### config.mk
export PLATFORM = sky130hd
export DESIGN_NAME = riscv_wb_arbiter_flat
export DESIGN_NICKNAME = d
export VERILOG_FILES = /design/src/rtl/riscv_wb_arbiter_if.sv /design/src/rtl/riscv_wb_arbiter.sv /design/src/flat_wrapper.sv
export SDC_FILE = /design/constraint.sdc
export NUM_CORES = 1
export LEC_CHECK = 0
export CAP_MARGIN = 20
export CORE_MARGIN = 2
export CORE_UTILIZATION = 60
export DETAILED_ROUTE_END_ITERATION = 8
export DONT_BUFFER_PORTS = 1
export PLACE_DENSITY = 0.76
export SETUP_SLACK_MARGIN = 0.1
export SLEW_MARGIN = 20
export SYNTH_ARGS = -nofsm -noshare
export SYNTH_HDL_FRONTEND = slang
export SYNTH_SLANG_ARGS = --single-unit
### constraint.sdc
create_clock -name clk -period 9.6 [get_ports clk]
set_clock_uncertainty 0.15 [all_clocks]
set_input_delay 2.88 -clock clk [delete_from_list [all_inputs] [get_ports clk]]
set_output_delay 2.88 -clock clk [all_outputs]
set_load 0.03 [all_outputs]
### src/rtl/riscv_wb_arbiter_if.sv
// Write-back arbiter bus: pipe lane results, long-latency handshake,
// scoreboard set/busy and the two register-file write ports.
interface riscv_wb_arbiter_if #(
    parameter int DATA_W = 32
);
    logic              p0_valid;
    logic [4:0]        p0_rd;
    logic [DATA_W-1:0] p0_data;
    logic              p1_valid;
    logic [4:0]        p1_rd;
    logic [DATA_W-1:0] p1_data;
    logic              ll_valid;
    logic              ll_ready;
    logic [4:0]        ll_rd;
    logic [DATA_W-1:0] ll_data;
    logic              sb_set_valid;
    logic [4:0]        sb_set_rd;
    logic [31:0]       sb_busy;
    logic [4:0]        waddr0;
    logic [DATA_W-1:0] wdata0;
    logic [4:0]        waddr1;
    logic [DATA_W-1:0] wdata1;

    modport master (
        output p0_valid, p0_rd, p0_data, p1_valid, p1_rd, p1_data,
        output ll_valid, ll_rd, ll_data, sb_set_valid, sb_set_rd,
        input  ll_ready, sb_busy, waddr0, wdata0, waddr1, wdata1
    );

    modport slave (
        input  p0_valid, p0_rd, p0_data, p1_valid, p1_rd, p1_data,
        input  ll_valid, ll_rd, ll_data, sb_set_valid, sb_set_rd,
        output ll_ready, sb_busy, waddr0, wdata0, waddr1, wdata1
    );
endinterface

### src/rtl/riscv_wb_arbiter.sv
// Merges two in-order lane results and buffered long-latency results onto
// the two register-file write ports, tracking outstanding LL destinations.
module riscv_wb_arbiter #(
    parameter int DEPTH = 2
) (
    input logic            clk,
    input logic            srst_n,
    riscv_wb_arbiter_if.slave wb
);
    localparam int DATA_W = 32;
    localparam int PTR_W  = $clog2(DEPTH);
    localparam int OCC_W  = $clog2(DEPTH) + 1;

    logic [4:0]        fifo_rd   [DEPTH];
    logic [DATA_W-1:0] fifo_data [DEPTH];
    logic [PTR_W-1:0]  wr_ptr, rd_ptr, idx;
    logic [OCC_W-1:0]  occ, n_drain;
    logic              accept, ready, blocked;
    logic              live0, live1, merge;
    logic [1:0]        used;
    logic [4:0]        pa0, pa1;
    logic [DATA_W-1:0] pd0, pd1;
    logic [31:0]       clr_mask, set_mask, sb_next;

    logic [4:0]        waddr0_p1, waddr1_p1;
    logic [DATA_W-1:0] wdata0_p1, wdata1_p1;
    logic [31:0]       sb_busy_p1;

    assign live0  = wb.p0_valid && (wb.p0_rd != 5'd0);
    assign live1  = wb.p1_valid && (wb.p1_rd != 5'd0);
    assign merge  = live0 && live1 && (wb.p0_rd == wb.p1_rd);
    assign ready  = srst_n && (occ != OCC_W'(DEPTH));
    assign accept = wb.ll_valid && ready;

    // Lane writes are packed from port0 upward so a pipe write always sits
    // on the higher-priority port ahead of any LL write to the same rd.
    always_comb begin
        pa0      = '0;
        pd0      = '0;
        pa1      = '0;
        pd1      = '0;
        used     = 2'd0;
        n_drain  = '0;
        clr_mask = '0;
        blocked  = 1'b0;
        idx      = rd_ptr;
        if (merge) begin
            pa0  = wb.p1_rd;
            pd0  = wb.p1_data;
            used = 2'd1;
        end else begin
            if (live0) begin
                pa0  = wb.p0_rd;
                pd0  = wb.p0_data;
                used = 2'd1;
            end
            if (live1) begin
                if (used == 2'd0) begin
                    pa0 = wb.p1_rd;
                    pd0 = wb.p1_data;
                end else begin
                    pa1 = wb.p1_rd;
                    pd1 = wb.p1_data;
                end
                used = used + 2'd1;
            end
        end
        // rd=0 entries retire without a port; stop at the first real write
        // that finds no free port so order is preserved.
        for (int i = 0; i < DEPTH; i++) begin
            idx = rd_ptr + PTR_W'(i);
            if (!blocked && (OCC_W'(i) < occ)) begin
                if (fifo_rd[idx] == 5'd0) begin
                    n_drain = n_drain + OCC_W'(1);
                end else if (used == 2'd0) begin
                    pa0                    = fifo_rd[idx];
                    pd0                    = fifo_data[idx];
                    used                   = 2'd1;
                    n_drain                = n_drain + OCC_W'(1);
                    clr_mask[fifo_rd[idx]] = 1'b1;
                end else if (used == 2'd1) begin
                    pa1                    = fifo_rd[idx];
                    pd1                    = fifo_data[idx];
                    used                   = 2'd2;
                    n_drain                = n_drain + OCC_W'(1);
                    clr_mask[fifo_rd[idx]] = 1'b1;
                end else begin
                    blocked = 1'b1;
                end
            end
        end
    end

    assign set_mask = wb.sb_set_valid ? (32'h1 << wb.sb_set_rd) : 32'h0;
    assign sb_next  = ((sb_busy_p1 & ~clr_mask) | set_mask) & ~32'h1;

    always_ff @(posedge clk) begin
        if (accept) begin
            fifo_rd[wr_ptr]   <= wb.ll_rd;
            fifo_data[wr_ptr] <= wb.ll_data;
        end
    end

    // ---- stage p1: registered port outputs, scoreboard, FIFO control ----
    always_ff @(posedge clk) begin
        if (!srst_n) begin
            wr_ptr     <= '0;
            rd_ptr     <= '0;
            occ        <= '0;
            sb_busy_p1 <= '0;
            waddr0_p1  <= '0;
            wdata0_p1  <= '0;
            waddr1_p1  <= '0;
            wdata1_p1  <= '0;
        end else begin
            wr_ptr     <= wr_ptr + PTR_W'(accept);
            rd_ptr     <= rd_ptr + PTR_W'(n_drain);
            occ        <= occ + OCC_W'(accept) - n_drain;
            sb_busy_p1 <= sb_next;
            waddr0_p1  <= pa0;
            wdata0_p1  <= pd0;
            waddr1_p1  <= pa1;
            wdata1_p1  <= pd1;
        end
    end

    assign wb.ll_ready = ready;
    assign wb.sb_busy  = sb_busy_p1;
    assign wb.waddr0   = waddr0_p1;
    assign wb.wdata0   = wdata0_p1;
    assign wb.waddr1   = waddr1_p1;
    assign wb.wdata1   = wdata1_p1;
endmodule

### src/flat_wrapper.sv
// flat-port wrapper written by rule: the top's interface ports become plain ports
module riscv_wb_arbiter_flat 
#(
    parameter int DEPTH = 2
)
  (clk, srst_n, wb_p0_valid, wb_p0_rd, wb_p0_data, wb_p1_valid, wb_p1_rd, wb_p1_data, wb_ll_valid, wb_ll_rd, wb_ll_data, wb_sb_set_valid, wb_sb_set_rd, wb_ll_ready, wb_sb_busy, wb_waddr0, wb_wdata0, wb_waddr1, wb_wdata1);
  riscv_wb_arbiter_if wb_i ();
  input logic clk;
  input logic srst_n;
  input wire logic [$bits(wb_i.p0_valid)-1:0] wb_p0_valid;
  input wire logic [$bits(wb_i.p0_rd)-1:0] wb_p0_rd;
  input wire logic [$bits(wb_i.p0_data)-1:0] wb_p0_data;
  input wire logic [$bits(wb_i.p1_valid)-1:0] wb_p1_valid;
  input wire logic [$bits(wb_i.p1_rd)-1:0] wb_p1_rd;
  input wire logic [$bits(wb_i.p1_data)-1:0] wb_p1_data;
  input wire logic [$bits(wb_i.ll_valid)-1:0] wb_ll_valid;
  input wire logic [$bits(wb_i.ll_rd)-1:0] wb_ll_rd;
  input wire logic [$bits(wb_i.ll_data)-1:0] wb_ll_data;
  input wire logic [$bits(wb_i.sb_set_valid)-1:0] wb_sb_set_valid;
  input wire logic [$bits(wb_i.sb_set_rd)-1:0] wb_sb_set_rd;
  output wire logic [$bits(wb_i.ll_ready)-1:0] wb_ll_ready;
  output wire logic [$bits(wb_i.sb_busy)-1:0] wb_sb_busy;
  output wire logic [$bits(wb_i.waddr0)-1:0] wb_waddr0;
  output wire logic [$bits(wb_i.wdata0)-1:0] wb_wdata0;
  output wire logic [$bits(wb_i.waddr1)-1:0] wb_waddr1;
  output wire logic [$bits(wb_i.wdata1)-1:0] wb_wdata1;
  assign wb_i.p0_valid = wb_p0_valid;
  assign wb_i.p0_rd = wb_p0_rd;
  assign wb_i.p0_data = wb_p0_data;
  assign wb_i.p1_valid = wb_p1_valid;
  assign wb_i.p1_rd = wb_p1_rd;
  assign wb_i.p1_data = wb_p1_data;
  assign wb_i.ll_valid = wb_ll_valid;
  assign wb_i.ll_rd = wb_ll_rd;
  assign wb_i.ll_data = wb_ll_data;
  assign wb_i.sb_set_valid = wb_sb_set_valid;
  assign wb_i.sb_set_rd = wb_sb_set_rd;
  assign wb_ll_ready = wb_i.ll_ready;
  assign wb_sb_busy = wb_i.sb_busy;
  assign wb_waddr0 = wb_i.waddr0;
  assign wb_wdata0 = wb_i.wdata0;
  assign wb_waddr1 = wb_i.waddr1;
  assign wb_wdata1 = wb_i.wdata1;
  riscv_wb_arbiter #(.DEPTH(DEPTH)) u_core (.clk(clk), .srst_n(srst_n), .wb(wb_i));
endmodule
==> key figures <==
Power and ir drop
  – Flop pwr share: 44.6%
  – Cell Pwr Density: 239 nW/µm²
  – Sw power: 0.789 mW
  – Internal: 1.47 mW
  – Comb pwr share: 24.5%
  – Clk pwr share: 30.9%
  – Total Power: 2.26 mW
  – Worst VDD drop: 0.125 mV
  – Sw Ratio: 34.9%
  – Lkg Pwr: 2.95 nW

Yosys
  – Synth cell types: 65
  – Ranking of synthesized cells by area: edfxtp_1 (25%), dfxtp_1 (25%), mux2i_1 (4.5%), mux2_2 (4.5%), a221oi_1 (3.4%)
  – Post-synth EDFFs: 74
  – Share of the synthesized area in the top cell type: 25.2%
  – Post-synth ARST share: 0%
  – Synth Flop Type: dfxtp_1
  – Post-synth top cells: dfxtp_1 (110), edfxtp_1 (74), clkbuf_1 (53)
  – Seq cells post-synth: 184
  – Post-synthesis sequential area ratio: 50.1%
  – Syn Area/Cell: 10.5 µm²
  – Syn Std Cell Area: 8830 µm²
  – Most frequent cell after synthesis: dfxtp_1
  – Yosys warns: 0
  – Area leader, netlist: edfxtp_1
  – Post-Syn Instances: 844
  – Syn_nets: 974

Global route
  – Final global-route overflow total: 0
  – First-pass GRT wire length: 40500 µm
  – GRT Total Usage: 32.7%
  – Antenna violations before repair: 0
  – Pin count of the biggest net entering global routing: 71
  – Met3 global-route usage: 10.6%
  – GR Layer Usage met1: 41.7%
  – Vias in the first global route: 7237
  – Top Usage Layer GRT: met2
  – Met2 Use GR: 51.2%

Die
  – Die width: 125 µm
  – Starting Density: 61.0%
  – IO Pins: 229
  – Die height: 125 µm
  – # rows: 44
  – Core ar.: 14500 µm²
  – Die area: 15700 µm²

STA
  – Tcrit/Tclk final: 71.0%
  – Final hold slack: 0.461 ns
  – RSZ-0062 raised after global routing: no
  – Hold Violations, Final: 0
  – Fmax: 0.147 GHz
  – Final worst slack: 2.79 ns
  – Worst slew margin: 25.5%
  – Tightest Pin Transition: 1.12 ns
  – Period minus WS final: 6.81 ns
  – Setup violations, final: 0
  – Setup_tns: 0 ns
  – Slew Limit Fails: 0

Hold path
  – Min-delay src: u_core.occ[1]$_SDFF_PN0_
  – Type of the worst min-delay path: reg2reg
  – Worst Hold Depth: 2
  – Hold worst-path end: u_core.occ[1]$_SDFF_PN0_

Outcome
  – Status: finished, final reports clean

Worst setup path
  – WP data required: 6.57 ns
  – Worst setup EP type: output pin
  – CP delay by family, top: compound AO/OA/AOI/OAI gates
  – Worst Path Arrival: 3.78 ns
  – Worst R2R Start: u_core.fifo_rd[1][2]$_DFFE_PP_
  – Reg-to-reg slack, setup: 5.85 ns
  – Worst R2R End: u_core.occ[1]$_SDFF_PN0_
  – FF-to-FF path depth: 15
  – Maximum fanout along the worst path: 70
  – Crit path launch type: primary input
  – Buf+Inv Stages, Crit Path: 1
  – Worst Path Class, Setup: in2out
  – Critical-path top delay cell: a21oi_1
  – Critical Path Start: srst_n
  – Worst-path cell chain: inv_1 > a21oi_1
  – CP peak stage delay: 0.68 ns

Layout
  – Final cell count without fillers: 988
  – Area grow syn2layout: 7.00%
  – Fin util: 65.3%
  – Antenna cells: 0
  – Multi-input gate area: 4100 µm²
  – Finished Cell Area: 9450 µm²
  – Sequential Area: 4430 µm²
  – Final net count: 921
  – Layout fillers: 1148
  – Layout cells sized above 1: 12.4%

CTS
  – Clock tree from TritonCTS: built
  – Clock transition at the registers of the reported paths: 0.07 ns
  – CTS Hold Bufs: 0
  – H-tree depth: 4
  – CTS buffer count: 17
  – Setup Fix Bufs, Post-CTS: 0
  – Clk buf depth: 2
  – Skew-Pair Late Insertion Delay: 0.43 ns
  – Count of cells resized by post-cts repair: 0
  – Sink Count: 184
  – Clk root buf: clkbuf_16

Drt
  – Drt first pass iters: 6
  – DRC: 0
  – Initial drt markers: 950
  – DRT antenna net count: 0
  – Routed length per instance: 26.2 µm
  – Via density: 7.44
  – DRT Wirelength: 25900 µm
  – Vias post-DR: 7347

Job
  – # Max-Cap Violations: 0

Placement
  – Final HPWL DP: 17300 µm
  – Placement Setup Slack: 2.74 ns
  – Final Wtd Congestion: 0.941
  – IO Port Bufs: 0
  – Placement Cell Area: 8850 µm²
  – Cell total after placement: 956
[final cells by class]
| type | count | area share [%] |
|---|---|---|
| sequential | 184 | 46.8 |
| multi-input combinational | 571 | 43.4 |
| tap | 184 | 2.44 |
| inverter | 9 | 0.357 |
| clock buffer | 21 | 5.32 |
| clock inverter | 11 | 1.02 |
| timing repair buffer | 8 | 0.635 |
[routing by layer]
metal  routed length [µm]  vias up  part of all wire [%]
met1                 9870     3487                    38
met5                    0        -                     0
met3                 2880       93                    11
li1                     -     3236                     -
met4                 1030        0                   4.0
met2                12100      531                    47
[flip-flops by register name, indices dropped and copies added, names as in the netlist, 2 cells and up, named ones only]
register           cells
u_core.fifo_data      64
u_core.wb.wdata0      32
u_core.wb.wdata1      32
u_core.wb.sb_busy     31
u_core.fifo_rd        10
u_core.wb.waddr0       5
u_core.wb.waddr1       5
u_core.occ             2
[power groups by stage]
| stage | sequential, mW | combinational, mW | clock [mW] |
|---|---|---|---|
| 3_3_place_gp | 1.03 | 0.526 | 0 |
| 3_5_place_dp | 1.03 | 0.540 | 0 |
| 5_1_grt | 1.02 | 0.599 | 0.739 |
| 4_1_cts | 1.01 | 0.544 | 0.704 |
| 2_1_floorplan | 1.00 | 0.440 | 0 |
| 6_report | 1.01 | 0.554 | 0.699 |
[worst max path at each step]
stage / end / slack [ns] / cells after the start
floorplan: wb_ll_ready / 2.69 / 4
global placement: u_core.wb.wdata1[31]$_SDFF_PN0_ / 2.61 / 9
detailed placement: u_core.wb.wdata1[24]$_SDFF_PN0_ / 2.74 / 10
CTS: wb_ll_ready / 2.79 / 2
global route: wb_ll_ready / 2.79 / 2
finish: wb_ll_ready / 2.79 / 2
[logic make-up after synthesis]
family | synth area share, %
buf+inv | 4.25
fa+ha+maj | 1.13
xor+xnor | 0.694
flops | 50.1
mux | 8.99
simple gates | 9.55
other cells | 0.0424
compound gates | 25.3
[cells in the final DEF (no fill, tap or decap), types with 6 or more instances in the layout]
master | Yosys | routed
a211oi_1 | 32 | 32
a21oi_1 | 47 | 46
a221oi_1 | 34 | 34
a31o_1 | 32 | 32
a31oi_1 | 37 | 36
buf_4 | 1 | 8
clkbuf_16 | 0 | 19
dfxtp_1 | 110 | 108
edfxtp_1 | 74 | 74
ha_1 | 8 | 6
inv_1 | 8 | 8
mux2_2 | 35 | 35
mux2i_1 | 40 | 40
nand2_1 | 41 | 41
nand3_1 | 6 | 6
nor2_1 | 19 | 17
nor3_1 | 49 | 49
o211ai_1 | 15 | 15
o21ai_0 | 23 | 23
o21ai_1 | 25 | 25
o22ai_1 | 31 | 31
o32ai_1 | 13 | 13
No activity file was read; power rests on OpenSTA's default activity.
